==> src/rtl/ss_chunk_sequencer.sv <==
// Save-state bus initiator: walks one slave's address range, streaming words out (save) or in (restore).
// Optional trailer checksum word is enabled by defining SS_CHECKSUM_EN.
module ss_chunk_sequencer #(
    parameter int DATA_W  = 64,
    parameter int ADDR_W  = 24,
    parameter int IDX_W   = 8,
    parameter int TIMEOUT = 255
) (
    input  logic              clk,
    input  logic              reset,
    input  logic              start,
    input  logic              op,
    input  logic [IDX_W-1:0]  idx,
    input  logic [ADDR_W-1:0] count,
    output logic              busy,
    output logic              done,
    output logic              error,
    output logic [IDX_W-1:0]  ss_idx,
    output logic [ADDR_W-1:0] ss_addr,
    output logic [DATA_W-1:0] ss_wdata,
    output logic              ss_read,
    output logic              ss_write,
    input  logic [DATA_W-1:0] ss_rdata,
    input  logic              ss_ack,
    output logic [DATA_W-1:0] out_data,
    output logic              out_valid,
    input  logic              out_ready,
    input  logic [DATA_W-1:0] in_data,
    input  logic              in_valid,
    output logic              in_ready
);

    localparam int TMR_W = $clog2(TIMEOUT + 1);
    // Only the idx and count fields of a received header are compared.
    localparam logic [63:0] HDR_MASK = {16'hFFFF, 24'd0, 24'hFF_FFFF};

    typedef enum logic [3:0] {
        S_IDLE, S_HDR_OUT, S_HDR_IN, S_PULL, S_REQ, S_PUSH,
        S_NEXT, S_DONE, S_ERR, S_CSUM_OUT, S_CSUM_IN
    } state_t;

    state_t             state_reg, state_next;
    logic               op_reg, op_next;
    logic [IDX_W-1:0]   idx_reg, idx_next;
    logic [ADDR_W-1:0]  count_reg, count_next;
    logic [ADDR_W-1:0]  addr_reg, addr_next;
    logic [DATA_W-1:0]  data_reg, data_next;
    logic [TMR_W-1:0]   timer_reg, timer_next;
`ifdef SS_CHECKSUM_EN
    logic [DATA_W-1:0]  csum_reg, csum_next;
`endif

    logic [63:0]        hdr_word;
    logic [63:0]        in_word;
    logic               hdr_match;
    logic [ADDR_W-1:0]  addr_inc;

    assign hdr_word  = {16'(idx_reg), 24'd0, 24'(count_reg)};
    assign in_word   = 64'(in_data);
    assign hdr_match = ((in_word ^ hdr_word) & HDR_MASK) == 64'd0;
    assign addr_inc  = addr_reg + ADDR_W'(1);

    always_ff @(posedge clk) begin
        if (reset) begin
            state_reg <= S_IDLE;
            op_reg    <= 1'b0;
            idx_reg   <= '0;
            count_reg <= '0;
            addr_reg  <= '0;
            data_reg  <= '0;
            timer_reg <= '0;
`ifdef SS_CHECKSUM_EN
            csum_reg  <= '0;
`endif
        end else begin
            state_reg <= state_next;
            op_reg    <= op_next;
            idx_reg   <= idx_next;
            count_reg <= count_next;
            addr_reg  <= addr_next;
            data_reg  <= data_next;
            timer_reg <= timer_next;
`ifdef SS_CHECKSUM_EN
            csum_reg  <= csum_next;
`endif
        end
    end

    always_comb begin
        state_next = state_reg;
        op_next    = op_reg;
        idx_next   = idx_reg;
        count_next = count_reg;
        addr_next  = addr_reg;
        data_next  = data_reg;
        timer_next = timer_reg;
`ifdef SS_CHECKSUM_EN
        csum_next  = csum_reg;
`endif
        case (state_reg)
            S_IDLE: begin
                timer_next = '0;
                if (start) begin
                    if (count == '0) begin
                        state_next = S_ERR;
                    end else begin
                        op_next    = op;
                        idx_next   = idx;
                        count_next = count;
                        addr_next  = '0;
`ifdef SS_CHECKSUM_EN
                        csum_next  = '0;
`endif
                        state_next = op ? S_HDR_IN : S_HDR_OUT;
                    end
                end
            end
            S_HDR_OUT: if (out_ready) state_next = S_REQ;
            S_HDR_IN: begin
                if (in_valid) state_next = hdr_match ? S_PULL : S_ERR;
            end
            S_PULL: begin
                if (in_valid) begin
                    data_next  = in_data;
`ifdef SS_CHECKSUM_EN
                    csum_next  = csum_reg ^ in_data;
`endif
                    state_next = S_REQ;
                end
            end
            S_REQ: begin
                if (ss_ack) begin
                    timer_next = '0;
                    if (op_reg) begin
                        state_next = S_NEXT;
                    end else begin
                        data_next  = ss_rdata;
`ifdef SS_CHECKSUM_EN
                        csum_next  = csum_reg ^ ss_rdata;
`endif
                        state_next = S_PUSH;
                    end
                end else if (timer_reg == TMR_W'(TIMEOUT - 1)) begin
                    // Strobe has now been high TIMEOUT cycles without ack.
                    state_next = S_ERR;
                end else begin
                    timer_next = timer_reg + TMR_W'(1);
                end
            end
            S_PUSH: if (out_ready) state_next = S_NEXT;
            S_NEXT: begin
                addr_next = addr_inc;
                if (addr_inc == count_reg) begin
`ifdef SS_CHECKSUM_EN
                    state_next = op_reg ? S_CSUM_IN : S_CSUM_OUT;
`else
                    state_next = S_DONE;
`endif
                end else begin
                    state_next = op_reg ? S_PULL : S_REQ;
                end
            end
`ifdef SS_CHECKSUM_EN
            S_CSUM_OUT: if (out_ready) state_next = S_DONE;
            S_CSUM_IN: begin
                if (in_valid) state_next = (in_data == csum_reg) ? S_DONE : S_ERR;
            end
`endif
            S_DONE:  state_next = S_IDLE;
            S_ERR:   state_next = S_IDLE;
            default: state_next = S_IDLE;
        endcase
    end

    assign busy     = !(state_reg inside {S_IDLE, S_DONE, S_ERR});
    assign done     = (state_reg == S_DONE);
    assign error    = (state_reg == S_ERR);
    assign ss_idx   = idx_reg;
    assign ss_addr  = addr_reg;
    assign ss_wdata = op_reg ? data_reg : '0;
    assign ss_read  = (state_reg == S_REQ) && !op_reg;
    assign ss_write = (state_reg == S_REQ) && op_reg;
`ifdef SS_CHECKSUM_EN
    assign in_ready  = state_reg inside {S_HDR_IN, S_PULL, S_CSUM_IN};
    assign out_valid = state_reg inside {S_HDR_OUT, S_PUSH, S_CSUM_OUT};
`else
    assign in_ready  = state_reg inside {S_HDR_IN, S_PULL};
    assign out_valid = state_reg inside {S_HDR_OUT, S_PUSH};
`endif

    always_comb begin
        out_data = '0;
        case (state_reg)
            S_HDR_OUT:  out_data = DATA_W'(hdr_word);
            S_PUSH:     out_data = data_reg;
`ifdef SS_CHECKSUM_EN
            S_CSUM_OUT: out_data = csum_reg;
`endif
            default:    out_data = '0;
        endcase
    end

endmodule

==> config.mk <==
export PLATFORM = sky130hd
export DESIGN_NAME = ss_chunk_sequencer
export DESIGN_NICKNAME = d
export VERILOG_FILES = /design/src/rtl/ss_chunk_sequencer.sv
export SDC_FILE = /design/constraint.sdc
export NUM_CORES = 1
export LEC_CHECK = 0
export CAP_MARGIN = 20
export CORE_MARGIN = 10
export CORE_UTILIZATION = 40
export DETAILED_ROUTE_END_ITERATION = 12
export HOLD_SLACK_MARGIN = 0.05
export PLACE_DENSITY = 0.76
export SLEW_MARGIN = 20
export SYNTH_ARGS = -nofsm -noshare
export SYNTH_HDL_FRONTEND = slang
export SYNTH_SLANG_ARGS = --single-unit
==> constraint.sdc <==
create_clock -name clk -period 8.2 [get_ports clk]
set_input_delay 2.46 -clock clk [delete_from_list [all_inputs] [get_ports clk]]
set_output_delay 2.46 -clock clk [all_outputs]
set_load 0.01 [all_outputs]
==> results of run 1 <==
==> how the worst max path moves through the flow <==
stage                                to  slack [ns]
final                        ss_addr[7]        2.75
after global routing        ss_addr[17]        2.51
after CTS                    ss_addr[7]        2.81
after detailed placement    ss_addr[17]        2.41
after global placement       ss_addr[7]        2.53
after floorplan           count_reg[10]        3.74
==> kinds of logic after synthesis <==
| logic type | count (synthesis) |
|---|---|
| muxes | 34 |
| and+or+nand+nor | 514 |
| adders and majority gates | 3 |
| DFF | 133 |
| xor gates and xnor gates | 70 |
| buffers and inverters | 101 |
| AOI/OAI and AO/OA | 177 |
==> through the flow <==
stage / hold slack, ns / cells / power [mW] / cell area (um2)
detailed placement: 0.487 / 1548 / 1.59 / 11300
global placement: 0.476 / 1548 / 1.59 / 11300
finish: 0.501 / 1586 / 2.40 / 11900
global route: 0.529 / 1585 / 2.50 / 11900
CTS: 0.498 / 1580 / 2.40 / 11900
floorplan: 0.458 / 1032 / 1.27 / 7880
==> power by group <==
| part | internal (mW) | leakage, nW | switching [mW] |
|---|---|---|---|
| registers | 0.724 | 1.08 | 0.117 |
| clock network | 0.490 | 0.283 | 0.318 |
| logic | 0.332 | 2.96 | 0.420 |
| total | 1.55 | 4.32 | 0.855 |
==> routing by layer <==
layer / routed length (um) / global-route usage, % / vias to the layer above / share of wire [%]
met4: 1200 / 11.9 / 0 / 3.3
met3: 3330 / 7.95 / 72 / 9.3
met1: 14500 / 31.5 / 4153 / 40
met5: 0 / 0 / - / 0
li1: - / - / 4148 / -
met2: 17100 / 43.4 / 461 / 47
==> worst register-to-register path, delay by kind of cell, from the launching register on <==
kind / cells / cell delay (ns)
AOI/OAI and AO/OA: 3 / 0.90
and+or+nand+nor: 4 / 1.90
buffers and inverters: 1 / 0.33
DFF: 1 / 0.41
==> cell type report <==
class | count | area, um2
antenna | 6 | 15.0
clock buffer | 19 | 443
clock inverter | 13 | 171
fill | 1795 | 7480
inverter | 10 | 37.5
multi-input combinational | 798 | 4860
sequential | 133 | 2660
tap | 265 | 332
timing repair buffer | 342 | 3400
==> cells in the final DEF (no fill, tap or decap), types with 3 or more instances in the layout <==
cell type        count
clkdlybuf4s50_1    332
and3_1               3
o21ai_0             18
or3_1                3
nand4_1             20
nand2_1            166
bufinv_16            3
nand3_1             14
nand2b_1             5
clkbuf_16           17
ha_1                 3
a211oi_1             5
mux2i_1             33
buf_4               10
a22o_1              32
a22oi_1              4
inv_6                3
clkinvlp_4           5
a311oi_1            72
a221oi_1             3
xor2_1              29
dfxtp_1            132
nor2_1             149
and2_1              98
diode_2              6
nor3_1              14
or2_2                4
a21oi_1             21
a31oi_1              3
nor4_1              19
inv_1               10
xnor2_1             41
==> impl_metrics.env, run 1 <==
export IMPL_rsz0062_at_grt="false"
export IMPL_netlist_area_um2=7880
export IMPL_rr_startpoint="state_reg[2]"
export IMPL_finalSetupViolCount=0
export IMPL_cts_clk_slew_worst_paths_ns=0.06
export IMPL_postCtsSetupBuffers=0
export IMPL_worstSkewPairLatency_ns=0.43
export IMPL_coreArea_um2=19400
export IMPL_yosys_top_cells_count="nand2_1, nor2_1, dfxtp_1"
export IMPL_hpwlAfterDp_um=27200
export IMPL_drt_first_pass_iters=7
export IMPL_portBuffers=333
export IMPL_drt_wl_total_um=36000
export IMPL_ys_types=57
export IMPL_cp_top_family="simple AND/OR/NAND/NOR gates"
export IMPL_relSlewSlack_pct=26.7
export IMPL_largest_reg_flops=64
export IMPL_ys_seq_elements=133
export IMPL_min_from="data_reg[27]"
export IMPL_place_ws_ns=2.41
export IMPL_synth_compound_area_share_pct=17.5
export IMPL_worst_setup_path_type="input pin to register"
export IMPL_ys_seq_area_share_pct=33.8
export IMPL_dominantRegCellSynth="dfxtp_1"
export IMPL_syn_area_per_cell_um2=7.64
export IMPL_pin_count=334
export IMPL_final_setup_tns_ns=0
export IMPL_max_freq_ghz=0.184
export IMPL_nets=1472
export IMPL_syn_instance_count=1032
export IMPL_synth_most_common_cell="nand2_1"
export IMPL_skew_ns=0.00850
export IMPL_ys_warn_count=0
export IMPL_whs_path_depth=2
export IMPL_synth_top_family_by_area="simple AND/OR/NAND/NOR gates"
export IMPL_worstSetupStartpointType="input pin"
export IMPL_track_usage_pct=26.5
export IMPL_reg2reg_setup_slack_ns=4.53
export IMPL_grt_max_degree=83
export IMPL_clkSinkCount=133
export IMPL_worstRegToRegCells=8
export IMPL_crit_arrival_ns=5.81
export IMPL_worstPathRequired_ns=8.56
export IMPL_vias=8834
export IMPL_grt_ovfl_total=0
export IMPL_area_growth_pct=51.2
export IMPL_tightest_slew_ns=1.10
export IMPL_synth_xor_area_share_pct=7.78
export IMPL_drcViolationCount=0
export IMPL_muxShareOfSynthArea_pct=4.33
export IMPL_syn_num_nets=1202
export IMPL_worst_path_buf_inv=2
export IMPL_drt_iter0_markers=728
export IMPL_critPathLaunch="count[23]"
export IMPL_cts_repair_resize_count=0
export IMPL_h_tree_depth=4
export IMPL_leakagePower_nw=4.32
export IMPL_critical_path_most_common_cell="o21ai_0"
export IMPL_via_per_inst=5.57
export IMPL_cts_path_max_buffers=2
export IMPL_numCtsBuffers=17
export IMPL_fin_crit_ns=5.45
export IMPL_initial_core_util_pct=40.6
export IMPL_synth_adder_area_share_pct=0.476
export IMPL_fp_row_count=51
export IMPL_die_x_um=160
export IMPL_grt_pass1_vias=8357
export IMPL_yosys_area_top_type_share_pct=33.8
export IMPL_antenna_found_initial=6
export IMPL_max_stage_delay_ns=0.63
export IMPL_status="finished clean"
export IMPL_cts_root_buf="clkbuf_16"
export IMPL_synth_edf_count=0
export IMPL_hold_buffers=0
export IMPL_fin_crit_sh_pct=66.4
export IMPL_hold_class="register to register"
export IMPL_die_area_um2=25700
export IMPL_gp_congestion=0.906
export IMPL_cap_violations=0
export IMPL_hold_end="data_reg[27]"
export IMPL_worstSetupPathDepth=10
export IMPL_drive_above_1_share_pct=4.64
export IMPL_avgRoutedWirePerCell_um=22.7
export IMPL_cp_max_fo=39
export IMPL_cp_end_kind="register"
export IMPL_setup_ws_ns=2.75
export IMPL_p_per_area_nw_per_um2=202
export IMPL_peakVddDrop_mv=0.147
export IMPL_final_util_pct=61.4
export IMPL_ys_async_sr_fraction_pct=0
export IMPL_finalMaxSlewViolations=0
export IMPL_timing_rr_end="ss_addr[7]"
export IMPL_yosys_area_top_type="dfxtp_1"
export IMPL_slowest_stage="nand2_1"
export IMPL_cts_tree="done"
export IMPL_grt_pass1_wl_um=53400
export IMPL_synth_area_leaders="dfxtp_1, a311oi_1, nand2_1, and2_1, nor2_1"
export IMPL_hold_viol=0
export IMPL_ant_nets=0
export IMPL_yosys_area_share_simple_pct=31.2
export IMPL_crit_chain="clkdlybuf4s50_1 -> nor4_1 -> nand4_1 -> o21ai_0 -> or2_2 -> buf_4 -> nand2_1 -> o21ai_0 -> a22oi_1 -> nor2_1"
export IMPL_die_h_um=160
No activity file was read; power rests on OpenSTA's default activity.
==> run 2: changes to the inputs <==
--- a/config.mk
+++ b/config.mk
@@ -7,10 +7,10 @@
 export LEC_CHECK = 0
 export CAP_MARGIN = 20
 export CORE_MARGIN = 10
-export CORE_UTILIZATION = 40
+export CORE_UTILIZATION = 39
 export DETAILED_ROUTE_END_ITERATION = 12
 export HOLD_SLACK_MARGIN = 0.05
-export PLACE_DENSITY = 0.76
+export PLACE_DENSITY = 0.77
 export SLEW_MARGIN = 20
 export SYNTH_ARGS = -nofsm -noshare
 export SYNTH_HDL_FRONTEND = slang
==> constraint.sdc (replaced) <==
create_clock -name clk -period 4.6 [get_ports clk]
set_input_delay 1.38 -clock clk [delete_from_list [all_inputs] [get_ports clk]]
set_output_delay 1.38 -clock clk [all_outputs]
set_load 0.01 [all_outputs]
==> run 2 against run 1 <==
Sequential share of layout area down 0.25 points. Global-route usage down 1.5 points. Setup slack worse by 2.2 ns. Critical path depth down 5. Register-to-register slack worse by 3.2 ns. First-iteration DRC count up 15%. Worst hold slack worse by 0.0077 ns. Via count down 0.78%. Clock power up 100%. Largest power group is now clock.
==> impl_metrics.env, run 2 (same netlist as run 1, synthesis figures left out) <==
export IMPL_status="finished clean"
export IMPL_ant_nets=0
export IMPL_fp_row_count=51
export IMPL_coreArea_um2=19700
export IMPL_h_tree_depth=4
export IMPL_final_setup_tns_ns=0
export IMPL_worstSetupStartpointType="register"
export IMPL_tightest_slew_ns=0.966
export IMPL_final_common_cell="clkdlybuf4s50_1"
export IMPL_hold_slack_ns=0.494
export IMPL_whs_path_depth=2
export IMPL_place_ws_ns=0.507
export IMPL_cap_violations=0
export IMPL_fin_crit_sh_pct=88.2
export IMPL_total_power_mw=4.47
export IMPL_hold_class="register to register"
export IMPL_postCtsSetupBuffers=0
export IMPL_avgRoutedWirePerCell_um=21.6
export IMPL_cp_end_kind="primary output"
export IMPL_num_antenna_cells=0
export IMPL_instances_no_fill=1583
export IMPL_hold_viol=0
export IMPL_worstRegToRegCells=9
export IMPL_nets=1475
export IMPL_drt_iter0_markers=840
export IMPL_via_per_inst=5.54
export IMPL_relSlewSlack_pct=35.6
export IMPL_max_freq_ghz=0.246
export IMPL_skew_ns=0.00814
export IMPL_grt_pass1_vias=8586
export IMPL_cts_repair_resize_count=0
export IMPL_antenna_found_initial=1
export IMPL_final_util_pct=61.3
export IMPL_p_per_area_nw_per_um2=371
export IMPL_design_area_um2=12000
export IMPL_placed_area_um2=11300
export IMPL_gp_congestion=0.928
export IMPL_fin_crit_ns=4.06
export IMPL_place_inst=1551
export IMPL_cts_tree="done"
export IMPL_die_x_um=162
export IMPL_worstPathRequired_ns=3.22
export IMPL_drt_first_pass_iters=5
export IMPL_hpwlAfterDp_um=25900
export IMPL_largest_reg_flops=64
export IMPL_clkSinkCount=133
export IMPL_die_area_um2=26300
export IMPL_drt_wl_total_um=34100
export IMPL_cts_root_buf="clkbuf_16"
export IMPL_layout_common_cells="clkdlybuf4s50_1, nand2_1, nor2_1"
export IMPL_drive_above_1_share_pct=4.93
export IMPL_numCtsBuffers=17
export IMPL_finalMaxSlewViolations=0
export IMPL_cp_max_fo=21
export IMPL_finalSetupViolCount=0
export IMPL_rsz0062_at_grt="false"
export IMPL_portBuffers=333
export IMPL_worst_setup_path_type="register to primary output"
export IMPL_hold_buffers=0
export IMPL_track_usage_pct=25.0
export IMPL_setup_ws_ns=0.541
export IMPL_peakVddDrop_mv=0.232
export IMPL_initial_core_util_pct=40.1
export IMPL_cts_clk_slew_worst_paths_ns=0.06
export IMPL_vias=8765
export IMPL_grt_max_degree=101
export IMPL_leakagePower_nw=4.40
export IMPL_grt_pass1_wl_um=52200
export IMPL_die_h_um=162
export IMPL_drcViolationCount=0
export IMPL_grt_ovfl_total=0
export IMPL_area_growth_pct=52.8
export IMPL_pin_count=334
export IMPL_cts_path_max_buffers=2
export IMPL_worstSkewPairLatency_ns=0.42
export IMPL_crit_arrival_ns=2.68
run 2: cell types whose count changed in the layout (fill, tap and decap cells not counted):
cell,delta
buf_12,+3
bufinv_16,+4
clkbuf_1,-1
clkbuf_8,-1
clkinv_4,+1
clkinvlp_4,-2
diode_2,-6
inv_6,-1
run 2: power by group:
part           total [mW]  leakage, nW  switching, mW  internal [mW]
sequential           1.50         1.08          0.205           1.29
combinational        1.33         2.99          0.725          0.603
clock                1.64        0.330          0.567           1.08
run 2: metal layers:
metal  up-vias  wire length (um)  track usage (%)
met5         -                18                0
met4         2               816             7.98
met3        53              2910             7.48
met2       380             16800             42.5
met1      4159             13600             29.6
li1       4171                 -                -
run 2: layout make-up:
class / count / area (um2)
tap: 265 / 332
multi-input combinational: 798 / 4860
timing repair buffer: 345 / 3460
inverter: 10 / 37.5
clock buffer: 17 / 425
sequential: 133 / 2660
clock inverter: 15 / 277
fill: 1795 / 7600
run 2: worst paths after layout:
path / from / endpoint / slack, ns
min reg2reg: timer_reg[7] / timer_reg[7] / 0.49
max reg2reg: ss_addr[0] / state_reg[1] / 1.34
min: timer_reg[7] / timer_reg[7] / 0.49
max: state_reg[0] / out_data[7] / 0.54
run 2: critical path: stages (launching register included):
cell	delay, ns
dfxtp_1	0.56
inv_1	0.20
nor4_2	0.32
buf_4	0.35
a22o_1	0.24
clkdlybuf4s50_1	0.57
